--- src/rtl/psram_rd_capture_pkg.sv ---
// Shared definitions for the PSRAM read-data capture stage.
// Latency: n/a (types, constants and a pure helper function only).
// Backpressure: n/a.
// Contents: capture FSM state codes, byte-target constants, left-align helper.
package psram_rd_capture_pkg;

  typedef enum logic [1:0] {
    PSRAM_CAP_IDLE = 2'd0,
    PSRAM_CAP_WAIT = 2'd1,
    PSRAM_CAP_CAPT = 2'd2,
    PSRAM_CAP_DONE = 2'd3
  } cap_state_e;

  localparam logic [3:0] PSRAM_CAP_BUS_BYTES = 4'd8;
  localparam logic [3:0] PSRAM_CAP_CFG_BYTES = 4'd1;

  // Bytes are shifted in at the bottom, so a partial word of n bytes sits in
  // the low 8*n bits; move it up so byte 0 lands in [63:56] and the unfilled
  // low bytes read as zero. n = 0 shifts everything out.
  function automatic logic [63:0] left_align(input logic [63:0] v,
                                             input logic [3:0]  n);
    logic [6:0] sh;
    sh = {4'd8 - n, 3'b000};
    return v << sh;
  endfunction

endpackage

--- src/rtl/psram_rd_capture_if.sv ---
// Capture-stage bundle between the PSRAM core / pads and the bus side.
// Latency: n/a (wires only).
// Backpressure: none; results are one-cycle pulses with held data.
// Ports: cap_start_i/cap_cflg_i/cfg_tmo_i arm a capture, psram_dqs_in_i and
//        psram_io_in_i are raw pad inputs, rd_data_o/cfg_data_o/rd_valid_o/
//        rd_err_o/busy_o report the result back.
interface psram_rd_capture_if #(
  parameter int TMO_WIDTH = 8
);
  logic                 cap_start_i;
  logic                 cap_cflg_i;
  logic [TMO_WIDTH-1:0] cfg_tmo_i;
  logic                 psram_dqs_in_i;
  logic [7:0]           psram_io_in_i;
  logic [63:0]          rd_data_o;
  logic [7:0]           cfg_data_o;
  logic                 rd_valid_o;
  logic                 rd_err_o;
  logic                 busy_o;

  // master: core + pads side that arms the capture and consumes the result
  modport master (
    output cap_start_i, cap_cflg_i, cfg_tmo_i, psram_dqs_in_i, psram_io_in_i,
    input  rd_data_o, cfg_data_o, rd_valid_o, rd_err_o, busy_o
  );

  // slave: the capture stage itself
  modport slave (
    input  cap_start_i, cap_cflg_i, cfg_tmo_i, psram_dqs_in_i, psram_io_in_i,
    output rd_data_o, cfg_data_o, rd_valid_o, rd_err_o, busy_o
  );
endinterface

--- src/rtl/psram_rd_capture_dqs_sync.sv ---
// Synchronises raw DQS/IO pads into clk_i and flags DQS rising/falling edges.
// Latency: 2 cycles pad-to-io_o; edge flags valid alongside the same io_o.
// Backpressure: none; free-running pipeline.
// Ports: dqs_i/io_i raw pads in; io_o synced data; dqs_rise_o/dqs_fall_o flags.
module psram_rd_capture_dqs_sync (
  input  logic       clk_i,
  input  logic       rst_n_i,
  input  logic       dqs_i,
  input  logic [7:0] io_i,
  output logic [7:0] io_o,
  output logic       dqs_rise_o,
  output logic       dqs_fall_o
);

  logic       dqs_s1, dqs_s2, dqs_s3;
  logic [7:0] io_s1, io_s2;

  // IO gets the same two stages as DQS, so io_s2 is the byte that travelled
  // with the strobe transition seen between dqs_s3 and dqs_s2.
  always_ff @(posedge clk_i or negedge rst_n_i) begin
    if (!rst_n_i) begin
      dqs_s1 <= 1'b0;
      dqs_s2 <= 1'b0;
      dqs_s3 <= 1'b0;
      io_s1  <= 8'h00;
      io_s2  <= 8'h00;
    end else begin
      dqs_s1 <= dqs_i;
      dqs_s2 <= dqs_s1;
      dqs_s3 <= dqs_s2;
      io_s1  <= io_i;
      io_s2  <= io_s1;
    end
  end

  assign io_o       = io_s2;
  assign dqs_rise_o =  dqs_s2 & ~dqs_s3;
  assign dqs_fall_o = ~dqs_s2 &  dqs_s3;

endmodule

--- src/rtl/psram_rd_capture.sv ---
// DDR read-data capture: assembles 8 bytes (bus) or 1 byte (config) off DQS.
// Latency: 3 cycles pad-to-capture; rd_valid_o one cycle after the last byte.
// Backpressure: none; result is a one-cycle pulse, data held until next start.
// Ports: clk_i/rst_n_i plain; cap (slave) carries start/config/timeout,
//        pad DQS/IO, and the rd_data_o/cfg_data_o/rd_valid_o/rd_err_o/busy_o
//        result.
module psram_rd_capture
  import psram_rd_capture_pkg::*;
#(
  parameter int TMO_WIDTH = 8
) (
  input  logic                 clk_i,
  input  logic                 rst_n_i,
  psram_rd_capture_if.slave    cap
);

  logic       dqs_rise, dqs_fall, dqs_edge;
  logic [7:0] io_s2;

  psram_rd_capture_dqs_sync u_dqs_sync (
    .clk_i      (clk_i),
    .rst_n_i    (rst_n_i),
    .dqs_i      (cap.psram_dqs_in_i),
    .io_i       (cap.psram_io_in_i),
    .io_o       (io_s2),
    .dqs_rise_o (dqs_rise),
    .dqs_fall_o (dqs_fall)
  );

  assign dqs_edge = dqs_rise | dqs_fall;

  cap_state_e           state;
  logic [63:0]          sreg;
  logic [3:0]           cnt, tgt;
  logic [TMO_WIDTH-1:0] tmr, tmo_q;
  logic                 cflg_q;
  logic [63:0]          rd_data_q;
  logic [7:0]           cfg_data_q;
  logic                 rd_valid_q, rd_err_q, busy_q;

  logic [63:0] sreg_shift;
  logic [3:0]  cnt_inc;
  logic        cap_edge;

  // WAIT only accepts a rising edge: falling edges there are DQS preamble.
  always_comb begin
    sreg_shift = {sreg[55:0], io_s2};
    cnt_inc    = cnt + 4'd1;
    cap_edge   = 1'b0;
    if (state == PSRAM_CAP_WAIT)      cap_edge = dqs_rise;
    else if (state == PSRAM_CAP_CAPT) cap_edge = dqs_edge;
  end

  always_ff @(posedge clk_i or negedge rst_n_i) begin
    if (!rst_n_i) begin
      state      <= PSRAM_CAP_IDLE;
      sreg       <= '0;
      cnt        <= '0;
      tgt        <= '0;
      tmr        <= '0;
      tmo_q      <= '0;
      cflg_q     <= 1'b0;
      rd_data_q  <= '0;
      cfg_data_q <= '0;
      rd_valid_q <= 1'b0;
      rd_err_q   <= 1'b0;
      busy_q     <= 1'b0;
    end else begin
      rd_valid_q <= 1'b0;
      case (state)
        PSRAM_CAP_IDLE: begin
          if (cap.cap_start_i) begin
            sreg   <= '0;
            cnt    <= '0;
            tgt    <= cap.cap_cflg_i ? PSRAM_CAP_CFG_BYTES : PSRAM_CAP_BUS_BYTES;
            tmr    <= cap.cfg_tmo_i;
            tmo_q  <= cap.cfg_tmo_i;
            cflg_q <= cap.cap_cflg_i;
            busy_q <= 1'b1;
            state  <= PSRAM_CAP_WAIT;
          end
        end
        PSRAM_CAP_WAIT, PSRAM_CAP_CAPT: begin
          // An edge in the expiry cycle still counts: it is checked first.
          if (cap_edge) begin
            cnt <= cnt_inc;
            tmr <= tmo_q;
            if (cflg_q) cfg_data_q <= io_s2;
            else        sreg       <= sreg_shift;
            if (cnt_inc == tgt) begin
              state      <= PSRAM_CAP_DONE;
              rd_valid_q <= 1'b1;
              rd_err_q   <= 1'b0;
              if (!cflg_q) rd_data_q <= sreg_shift;
            end else begin
              state <= PSRAM_CAP_CAPT;
            end
          end else if (tmr == '0) begin
            state      <= PSRAM_CAP_DONE;
            rd_valid_q <= 1'b1;
            rd_err_q   <= 1'b1;
            if (cflg_q) cfg_data_q <= '0;
            else        rd_data_q  <= left_align(sreg, cnt);
          end else begin
            tmr <= tmr - TMO_WIDTH'(1);
          end
        end
        PSRAM_CAP_DONE: begin
          busy_q <= 1'b0;
          state  <= PSRAM_CAP_IDLE;
        end
        default: state <= PSRAM_CAP_IDLE;
      endcase
    end
  end

  assign cap.rd_data_o  = rd_data_q;
  assign cap.cfg_data_o = cfg_data_q;
  assign cap.rd_valid_o = rd_valid_q;
  assign cap.rd_err_o   = rd_err_q;
  assign cap.busy_o     = busy_q;

endmodule

--- src/flat_wrapper.sv ---
// flat-port wrapper written by rule: the top's interface ports become plain ports
module psram_rd_capture_flat import psram_rd_capture_pkg::*;
#(
  parameter int TMO_WIDTH = 8
)
  (clk_i, rst_n_i, cap_cap_start_i, cap_cap_cflg_i, cap_cfg_tmo_i, cap_psram_dqs_in_i, cap_psram_io_in_i, cap_rd_data_o, cap_cfg_data_o, cap_rd_valid_o, cap_rd_err_o, cap_busy_o);
  psram_rd_capture_if #(.TMO_WIDTH(TMO_WIDTH)) cap_i ();
  input  logic clk_i;
  input  logic rst_n_i;
  input wire logic [$bits(cap_i.cap_start_i)-1:0] cap_cap_start_i;
  input wire logic [$bits(cap_i.cap_cflg_i)-1:0] cap_cap_cflg_i;
  input wire logic [$bits(cap_i.cfg_tmo_i)-1:0] cap_cfg_tmo_i;
  input wire logic [$bits(cap_i.psram_dqs_in_i)-1:0] cap_psram_dqs_in_i;
  input wire logic [$bits(cap_i.psram_io_in_i)-1:0] cap_psram_io_in_i;
  output wire logic [$bits(cap_i.rd_data_o)-1:0] cap_rd_data_o;
  output wire logic [$bits(cap_i.cfg_data_o)-1:0] cap_cfg_data_o;
  output wire logic [$bits(cap_i.rd_valid_o)-1:0] cap_rd_valid_o;
  output wire logic [$bits(cap_i.rd_err_o)-1:0] cap_rd_err_o;
  output wire logic [$bits(cap_i.busy_o)-1:0] cap_busy_o;
  assign cap_i.cap_start_i = cap_cap_start_i;
  assign cap_i.cap_cflg_i = cap_cap_cflg_i;
  assign cap_i.cfg_tmo_i = cap_cfg_tmo_i;
  assign cap_i.psram_dqs_in_i = cap_psram_dqs_in_i;
  assign cap_i.psram_io_in_i = cap_psram_io_in_i;
  assign cap_rd_data_o = cap_i.rd_data_o;
  assign cap_cfg_data_o = cap_i.cfg_data_o;
  assign cap_rd_valid_o = cap_i.rd_valid_o;
  assign cap_rd_err_o = cap_i.rd_err_o;
  assign cap_busy_o = cap_i.busy_o;
  psram_rd_capture #(.TMO_WIDTH(TMO_WIDTH)) u_core (.clk_i(clk_i), .rst_n_i(rst_n_i), .cap(cap_i));
endmodule
--- config.mk ---
export PLATFORM = sky130hd
export DESIGN_NAME = psram_rd_capture_flat
export DESIGN_NICKNAME = d
export VERILOG_FILES = /design/src/rtl/psram_rd_capture_pkg.sv /design/src/rtl/psram_rd_capture_if.sv /design/src/rtl/psram_rd_capture_dqs_sync.sv /design/src/rtl/psram_rd_capture.sv /design/src/flat_wrapper.sv
export SDC_FILE = /design/constraint.sdc
export NUM_CORES = 1
export LEC_CHECK = 0
export ABC_AREA = 1
export CAP_MARGIN = 20
export CORE_MARGIN = 10
export CORE_UTILIZATION = 25
export CTS_BUF_LIST = sky130_fd_sc_hd__clkbuf_8 sky130_fd_sc_hd__clkbuf_16
export DETAILED_ROUTE_END_ITERATION = 6
export GPL_ROUTABILITY_DRIVEN = 1
export GPL_TIMING_DRIVEN = 0
export PLACE_DENSITY = 0.49
export SYNTH_ARGS = -nofsm -noshare
export SYNTH_HDL_FRONTEND = slang
export SYNTH_HIERARCHICAL = 1
export SYNTH_SLANG_ARGS = --single-unit
export TNS_END_PERCENT = 50
--- constraint.sdc ---
create_clock -name clk_i -period 2.8 [get_ports clk_i]
set_input_delay 0.42 -clock clk_i [delete_from_list [all_inputs] [get_ports clk_i]]
set_output_delay 0.42 -clock clk_i [all_outputs]
set_load 0.1 [all_outputs]
==> results of run 1 <==
-- critical path, delay by kind of cell, from the launching register on --
family                   cells  cell delay (ns)
AND/OR/NAND/NOR              8             0.92
adder cells (fa/ha/maj)      1             0.23
flip-flops                   1             0.35
buffers and inverters        5             1.00
-- registers in the layout, indices dropped and copies added, names as in the netlist, 2 cells and up --
signal / count
u_core/cnt: 4
u_core/tgt: 2
u_core/cap.rd_data_o: 64
u_core/cap.cfg_data_o: 8
u_core/tmr: 8
u_core/u_dqs_sync/io_o: 8
u_core/sreg: 64
u_core/u_dqs_sync/io_s1: 8
u_core/tmo_q: 8
u_core/state: 2
-- power by group through the flow --
stage / Combinational (mW) / Clock, mW / Sequential [mW]
finish: 11.0 / 2.41 / 4.22
global route: 11.9 / 2.58 / 4.31
CTS: 10.9 / 2.48 / 4.21
detailed placement: 10.9 / 0 / 4.25
global placement: 10.9 / 0 / 4.26
floorplan: 5.15 / 0 / 6.37
-- layout by cell type, fill, tap and decap left out, types with 2 or more instances in the layout --
cell	n
a21oi_1	5
buf_1	9
buf_2	45
buf_4	19
buf_6	5
clkbuf_1	27
clkbuf_16	17
clkbuf_4	2
clkdlybuf4s50_1	94
clkinv_8	2
clkinvlp_4	4
dfrtp_1	182
ha_1	7
inv_1	32
inv_2	4
inv_6	3
inv_8	3
nand2_1	638
nand2_2	4
nand3_1	326
nand4_1	2
nor2_1	59
nor2_4	2
o21ai_0	90
o21ai_1	6
o22ai_1	3
or2_0	3
or2_1	2
or2_2	4
-- metal layers --
metal | track usage | wire, um
met1 | 0.220 | 19000
met2 | 0.248 | 18000
met3 | 0.0340 | 2560
met4 | 0.0488 | 873
met5 | 0 | 0
-- layout make-up --
type | count | area (um2) | share of cell area
multi-input cells | 1159 | 5050 | 0.402
plain buffers | 108 | 579 | 0.0461
well taps | 532 | 666 | 0.0530
clock buffers | 18 | 439 | 0.0350
repair buffers | 97 | 993 | 0.0791
clock inverters | 14 | 136 | 0.0109
flip-flops and latches | 182 | 4550 | 0.362
inverters | 37 | 141 | 0.0113
-- worst paths after layout --
| check | from | end | slack [ns] | cells after the start |
|---|---|---|---|---|
| max in group asynchronous | rst_n_i | u_core/cap.rd_data_o[53]$_DFFE_PN0P_ | 1.35 | 3 |
| min in group asynchronous | rst_n_i | u_core/cap.rd_data_o[12]$_DFFE_PN0P_ | 0.50 | 2 |
| worst min-delay path | u_core/u_dqs_sync/io_s1[3]$_DFF_PN0_ | u_core/u_dqs_sync/io_o[3]$_DFF_PN0_ | 0.35 | 0 |
| worst max-delay path | u_core/cnt[0]$_DFFE_PN0P_ | u_core/cap.rd_data_o[49]$_DFFE_PN0P_ | 0.22 | 14 |
| worst min register to register | u_core/u_dqs_sync/io_s1[3]$_DFF_PN0_ | u_core/u_dqs_sync/io_o[3]$_DFF_PN0_ | 0.35 | 0 |
| worst max register to register | u_core/cnt[0]$_DFFE_PN0P_ | u_core/cap.rd_data_o[49]$_DFFE_PN0P_ | 0.22 | 14 |
-- kinds of logic after synthesis --
| family | Yosys count | synth area share |
|---|---|---|
| buf+inv | 146 | 0.0687 |
| fa+ha+maj | 7 | 0.00851 |
| xor+xnor | 2 | 0.00170 |
| simple gates | 1044 | 0.426 |
| flops | 182 | 0.442 |
| compound gates | 106 | 0.0525 |
-- metrics by stage --
step                instances  hold slack (ns)   TNS, ns   util  worst slack (ns)
detailed placement       2115            0.335    -13.43  0.293            -0.266
CTS                      2147            0.345         0  0.308             0.125
global route             2147            0.346         0  0.308           0.00127
global placement         2114            0.332  -1222.18  0.292             -6.66
floorplan                1487            0.124         0      -             0.566
finish                   2147            0.345         0  0.308             0.217
-- timing repair --
action | in CTS | in global routing
hold endpoints to repair | 53 | 0
hold buffers | 1 | 0
resized for setup | 7 | 6
setup endpoints to repair | 64 | 60
==> impl_metrics.env, run 1 <==
export IMPL_status="finished clean"
export IMPL_port_buffers=95
export IMPL_peakVddDrop_mv=0.739
export IMPL_synth_cell_area_um2=10300
export IMPL_final_period_minus_worst_setup_slack_ns=2.58
export IMPL_pwr_share_comb=0.624
export IMPL_swShare=0.590
export IMPL_overflow=0
export IMPL_cp_required_ns=3.20
export IMPL_max_freq_mhz=387
export IMPL_final_antenna_net_count=0
export IMPL_synth_avg_cell_area_um2=6.92
export IMPL_path_class="flip-flop to flip-flop"
export IMPL_fill_cells=4522
export IMPL_vias_per_cell=4.82
export IMPL_cts_sinks=182
export IMPL_hold_path_class="flip-flop to flip-flop"
export IMPL_arrival_ns=2.98
export IMPL_slowest_delay_ns=0.45
export IMPL_numCtsBuffers=17
export IMPL_die_area_um2=49700
export IMPL_postLayoutCellArea_um2=12600
export IMPL_hold_viol=0
export IMPL_crit_chain="buf_2 > inv_2 > buf_6 > ha_1 > inv_1 > nand2_1 > nand2_1 > clkbuf_1 > nand3_1 > nand2_1 > nand2_1 > nand2_1 > nand3_1 > nand2_1"
export IMPL_die_height_um=223
export IMPL_start_util=0.253
export IMPL_nets=1630
export IMPL_grt_max_degree=98
export IMPL_yosys_cell_types_count=28
export IMPL_root_buffer="clkbuf_16"
export IMPL_num_vias=10349
export IMPL_synth_seq_cells=182
export IMPL_pwr_share_clk=0.137
export IMPL_synth_most_common_cell="nand2_1"
export IMPL_power_share_sequential=0.239
export IMPL_cap_viol_max_count=0
export IMPL_grt_pass1_vias=9919
export IMPL_chipWidth_um=223
export IMPL_syn2layout_area_growth_pct=22.0
export IMPL_yosys_area_top_type="dfrtp_1"
export IMPL_power_per_cell_area_nw_per_um2=1400
export IMPL_insertion_delay_ns=0.47
export IMPL_cts_buffer_depth=2
export IMPL_antennaDiodeCount=0
export IMPL_critical_path_max_fanout=19
export IMPL_synth_warning_count=6
export IMPL_core_um2=40700
export IMPL_crit_slowest_cell="clkbuf_1"
export IMPL_drv_slew=0
export IMPL_cp_common_cell="nand2_1"
export IMPL_tightest_slew_ns=1.01
export IMPL_p_leak_nw=6.50
export IMPL_finClkSkew_ns=0.0181
export IMPL_path_clk_slew_ns=0.08
export IMPL_placed_area_um2=11900
export IMPL_h_tree_depth=4
export IMPL_route_detailed_drc=0
export IMPL_synth_common_cells="639 x nand2_1, 326 x nand3_1, 182 x dfrtp_1"
export IMPL_p_sw_mw=10.4
export IMPL_routedWlPerCell_um=18.8
export IMPL_cp_start_kind="flip-flop"
export IMPL_synth_top_area_frac=0.442
export IMPL_grt_pass1_wl_mm=61.7
export IMPL_p_total_mw=17.6
export IMPL_cp_end_kind="flip-flop"
export IMPL_postCtsSetupBuffers=0
export IMPL_dpl_hpwl_mm=30.8
export IMPL_synth_async_reset_ratio=1.00
export IMPL_setup_viol=0
export IMPL_synthFlopType="dfrtp_1"
export IMPL_synth_cells=1487
export IMPL_slew_limit_headroom=0.326
export IMPL_first_pass_iters=5
export IMPL_grt_usage=0.161
export IMPL_place_congestion=0.965
export IMPL_synth_nets=1515
export IMPL_p_int_mw=7.22
export IMPL_seq_area_frac_synth=0.442
export IMPL_drtIter0Drc=843
export IMPL_grt_antenna_before_repair=1
export IMPL_netlist_top_cells_area="dfrtp_1 44%, nand2_1 23%, nand3_1 16%"
export IMPL_rsz0062_at_grt="no"
export IMPL_cts_tree="done"
export IMPL_drive_gt1_frac=0.0774
export IMPL_rows=74
export IMPL_synth_edf_count=0
export IMPL_io_pins=96
export IMPL_final_period_utilization=0.923
export IMPL_drt_total_wl_mm=40.4
No activity file was read; power rests on OpenSTA's default activity.
==> run 2: changes to the inputs <==
--- a/config.mk
+++ b/config.mk
@@ -8,12 +8,12 @@
 export ABC_AREA = 1
 export CAP_MARGIN = 20
 export CORE_MARGIN = 10
-export CORE_UTILIZATION = 25
+export CORE_UTILIZATION = 50
 export CTS_BUF_LIST = sky130_fd_sc_hd__clkbuf_8 sky130_fd_sc_hd__clkbuf_16
 export DETAILED_ROUTE_END_ITERATION = 6
 export GPL_ROUTABILITY_DRIVEN = 1
 export GPL_TIMING_DRIVEN = 0
-export PLACE_DENSITY = 0.49
+export PLACE_DENSITY = 0.79
 export SYNTH_ARGS = -nofsm -noshare
 export SYNTH_HDL_FRONTEND = slang
 export SYNTH_HIERARCHICAL = 1
==> run 2 against run 1 <==
Compared with the run above: hold slack better by 0.0044 ns; first-iteration DRC count rose by 14%; sequential share of layout area is 0.77 points higher; critical path depth grew 1; sequential cell count stayed put; highest routed layer unchanged.
==> impl_metrics.env, run 2 (same netlist as run 1, synthesis figures left out) <==
export IMPL_drv_slew=0
export IMPL_root_buffer="clkbuf_16"
export IMPL_finClkSkew_ns=0.0206
export IMPL_cp_required_ns=3.18
export IMPL_overflow=0
export IMPL_place_congestion=0.996
export IMPL_placed_area_um2=11600
export IMPL_hold_viol=0
export IMPL_slew_limit_headroom=0.313
export IMPL_syn2layout_area_growth_pct=19.5
export IMPL_grt_antenna_before_repair=0
export IMPL_cap_viol_max_count=0
export IMPL_io_pins=96
export IMPL_critical_path_max_fanout=10
export IMPL_status="finished clean"
export IMPL_cts_sinks=182
export IMPL_num_vias=10575
export IMPL_grt_pass1_vias=10089
export IMPL_mostFrequentLayoutCells="638 x nand2_1, 325 x nand3_1, 182 x dfrtp_1"
export IMPL_routedWlPerCell_um=19.4
export IMPL_dpl_hpwl_mm=27.5
export IMPL_rows=52
export IMPL_drtIter0Drc=965
export IMPL_path_class="flip-flop to flip-flop"
export IMPL_h_tree_depth=4
export IMPL_cts_tree="done"
export IMPL_die_area_um2=26700
export IMPL_antennaDiodeCount=0
export IMPL_route_detailed_drc=0
export IMPL_max_freq_mhz=369
export IMPL_final_antenna_net_count=0
export IMPL_grt_pass1_wl_mm=57.2
export IMPL_hold_path_class="flip-flop to flip-flop"
export IMPL_final_period_utilization=0.968
export IMPL_setup_tns_ns=0
export IMPL_cp_end_kind="flip-flop"
export IMPL_start_util=0.509
export IMPL_nets=1632
export IMPL_fin_ws_ns=0.0889
export IMPL_die_height_um=163
export IMPL_insertion_delay_ns=0.45
export IMPL_drt_total_wl_mm=36.6
export IMPL_cts_buffer_depth=2
export IMPL_pre_cts_slack_ns=-0.178
export IMPL_grt_usage=0.277
export IMPL_fill_cells=1905
export IMPL_port_buffers=95
export IMPL_vias_per_cell=5.60
export IMPL_tightest_slew_ns=1.03
export IMPL_chipWidth_um=163
export IMPL_cp_start_kind="flip-flop"
export IMPL_arrival_ns=3.09
export IMPL_first_pass_iters=6
export IMPL_final_common_cell="nand2_1"
export IMPL_numCtsBuffers=17
export IMPL_grt_max_degree=116
export IMPL_drive_gt1_frac=0.0798
export IMPL_setup_viol=0
export IMPL_final_period_minus_worst_setup_slack_ns=2.71
export IMPL_core_um2=20200
export IMPL_timing_hold_ws_ns=0.350
export IMPL_postLayoutCellArea_um2=12300
export IMPL_path_clk_slew_ns=0.07
## run 2: cell types whose count changed in the layout (fill, tap and decap cells not counted), sizes merged
cell           previous run  this run
inv                      43        46
clkinvlp                  4         2
buf                      80        79
bufinv                    0         1
clkbuf                   48        49
clkdlybuf4s15             0         1
clkinv                    4         3
## run 2: area by class of cell
class	count	area [um2]	share of cell area
Sequential cell	182	4550	0.370
Inverter	37	141	0.0115
Tap cell	270	338	0.0275
Timing Repair Buffer	98	1000	0.0814
Clock inverter	15	183	0.0148
Multi-Input combinational cell	1159	5060	0.411
Buffer	109	602	0.0489
Clock buffer	17	425	0.0346
## run 2: what timing repair did
item | in CTS | in global routing
hold buffers | 1 | 0
resized for setup | 6 | 18
setup buffers | 0 | 1
hold endpoints to repair | 67 | 0
pin swaps | 0 | 1
endpoints found under the setup margin | 60 | 61
## run 2: layer usage
metal  global-route usage  vias to the layer above  wire length, um
met1                0.376                     4960            15900
met2                0.438                      475            16600
li1                     -                     5064                -
met5                    0                        -                0
met4                0.110                        0             1370
met3               0.0390                       76             2770
## run 2: critical path, cell delays in order (launching register included)
cell and delay (ns):
dfrtp_1 0.40, clkbuf_4 0.19, inv_2 0.09, buf_4 0.18, buf_4 0.19, ha_1 0.24
buf_2 0.16, nor2_1 0.10, nand3_1 0.08, nor2_1 0.14, nand3_2 0.15, nand2_4 0.14
buf_8 0.19, buf_4 0.20, nand3_1 0.12, nand2_1 0.07
## run 2: per-stage QoR
step                      utilization  cells
after floorplan                     -   1487
after global placement          0.572   1852
after detailed placement        0.574   1853
after CTS                       0.605   1886
after global routing            0.608   1887
final                           0.608   1887
## run 2: path summary, 6_finish.rpt
| kind | slack [ns] | cells past startpoint | start | endpoint |
|---|---|---|---|---|
| max | 0.09 | 15 | u_core/cnt[0]$_DFFE_PN0P_ | u_core/cap.rd_data_o[61]$_DFFE_PN0P_ |
| min | 0.35 | 0 | u_core/u_dqs_sync/dqs_s1$_DFF_PN0_ | u_core/u_dqs_sync/dqs_s2$_DFF_PN0_ |
| max reg2reg | 0.09 | 15 | u_core/cnt[0]$_DFFE_PN0P_ | u_core/cap.rd_data_o[61]$_DFFE_PN0P_ |
| min reg2reg | 0.35 | 0 | u_core/u_dqs_sync/dqs_s1$_DFF_PN0_ | u_core/u_dqs_sync/dqs_s2$_DFF_PN0_ |
| max in group asynchronous | 1.34 | 3 | rst_n_i | u_core/sreg[5]$_DFFE_PN0P_ |
| min in group asynchronous | 0.52 | 2 | rst_n_i | u_core/cap.rd_data_o[56]$_DFFE_PN0P_ |
Power of run 2 is left out: the tool's default activity adds up to more than one toggle a clock period on the data nets, which glitch-free logic cannot reach.
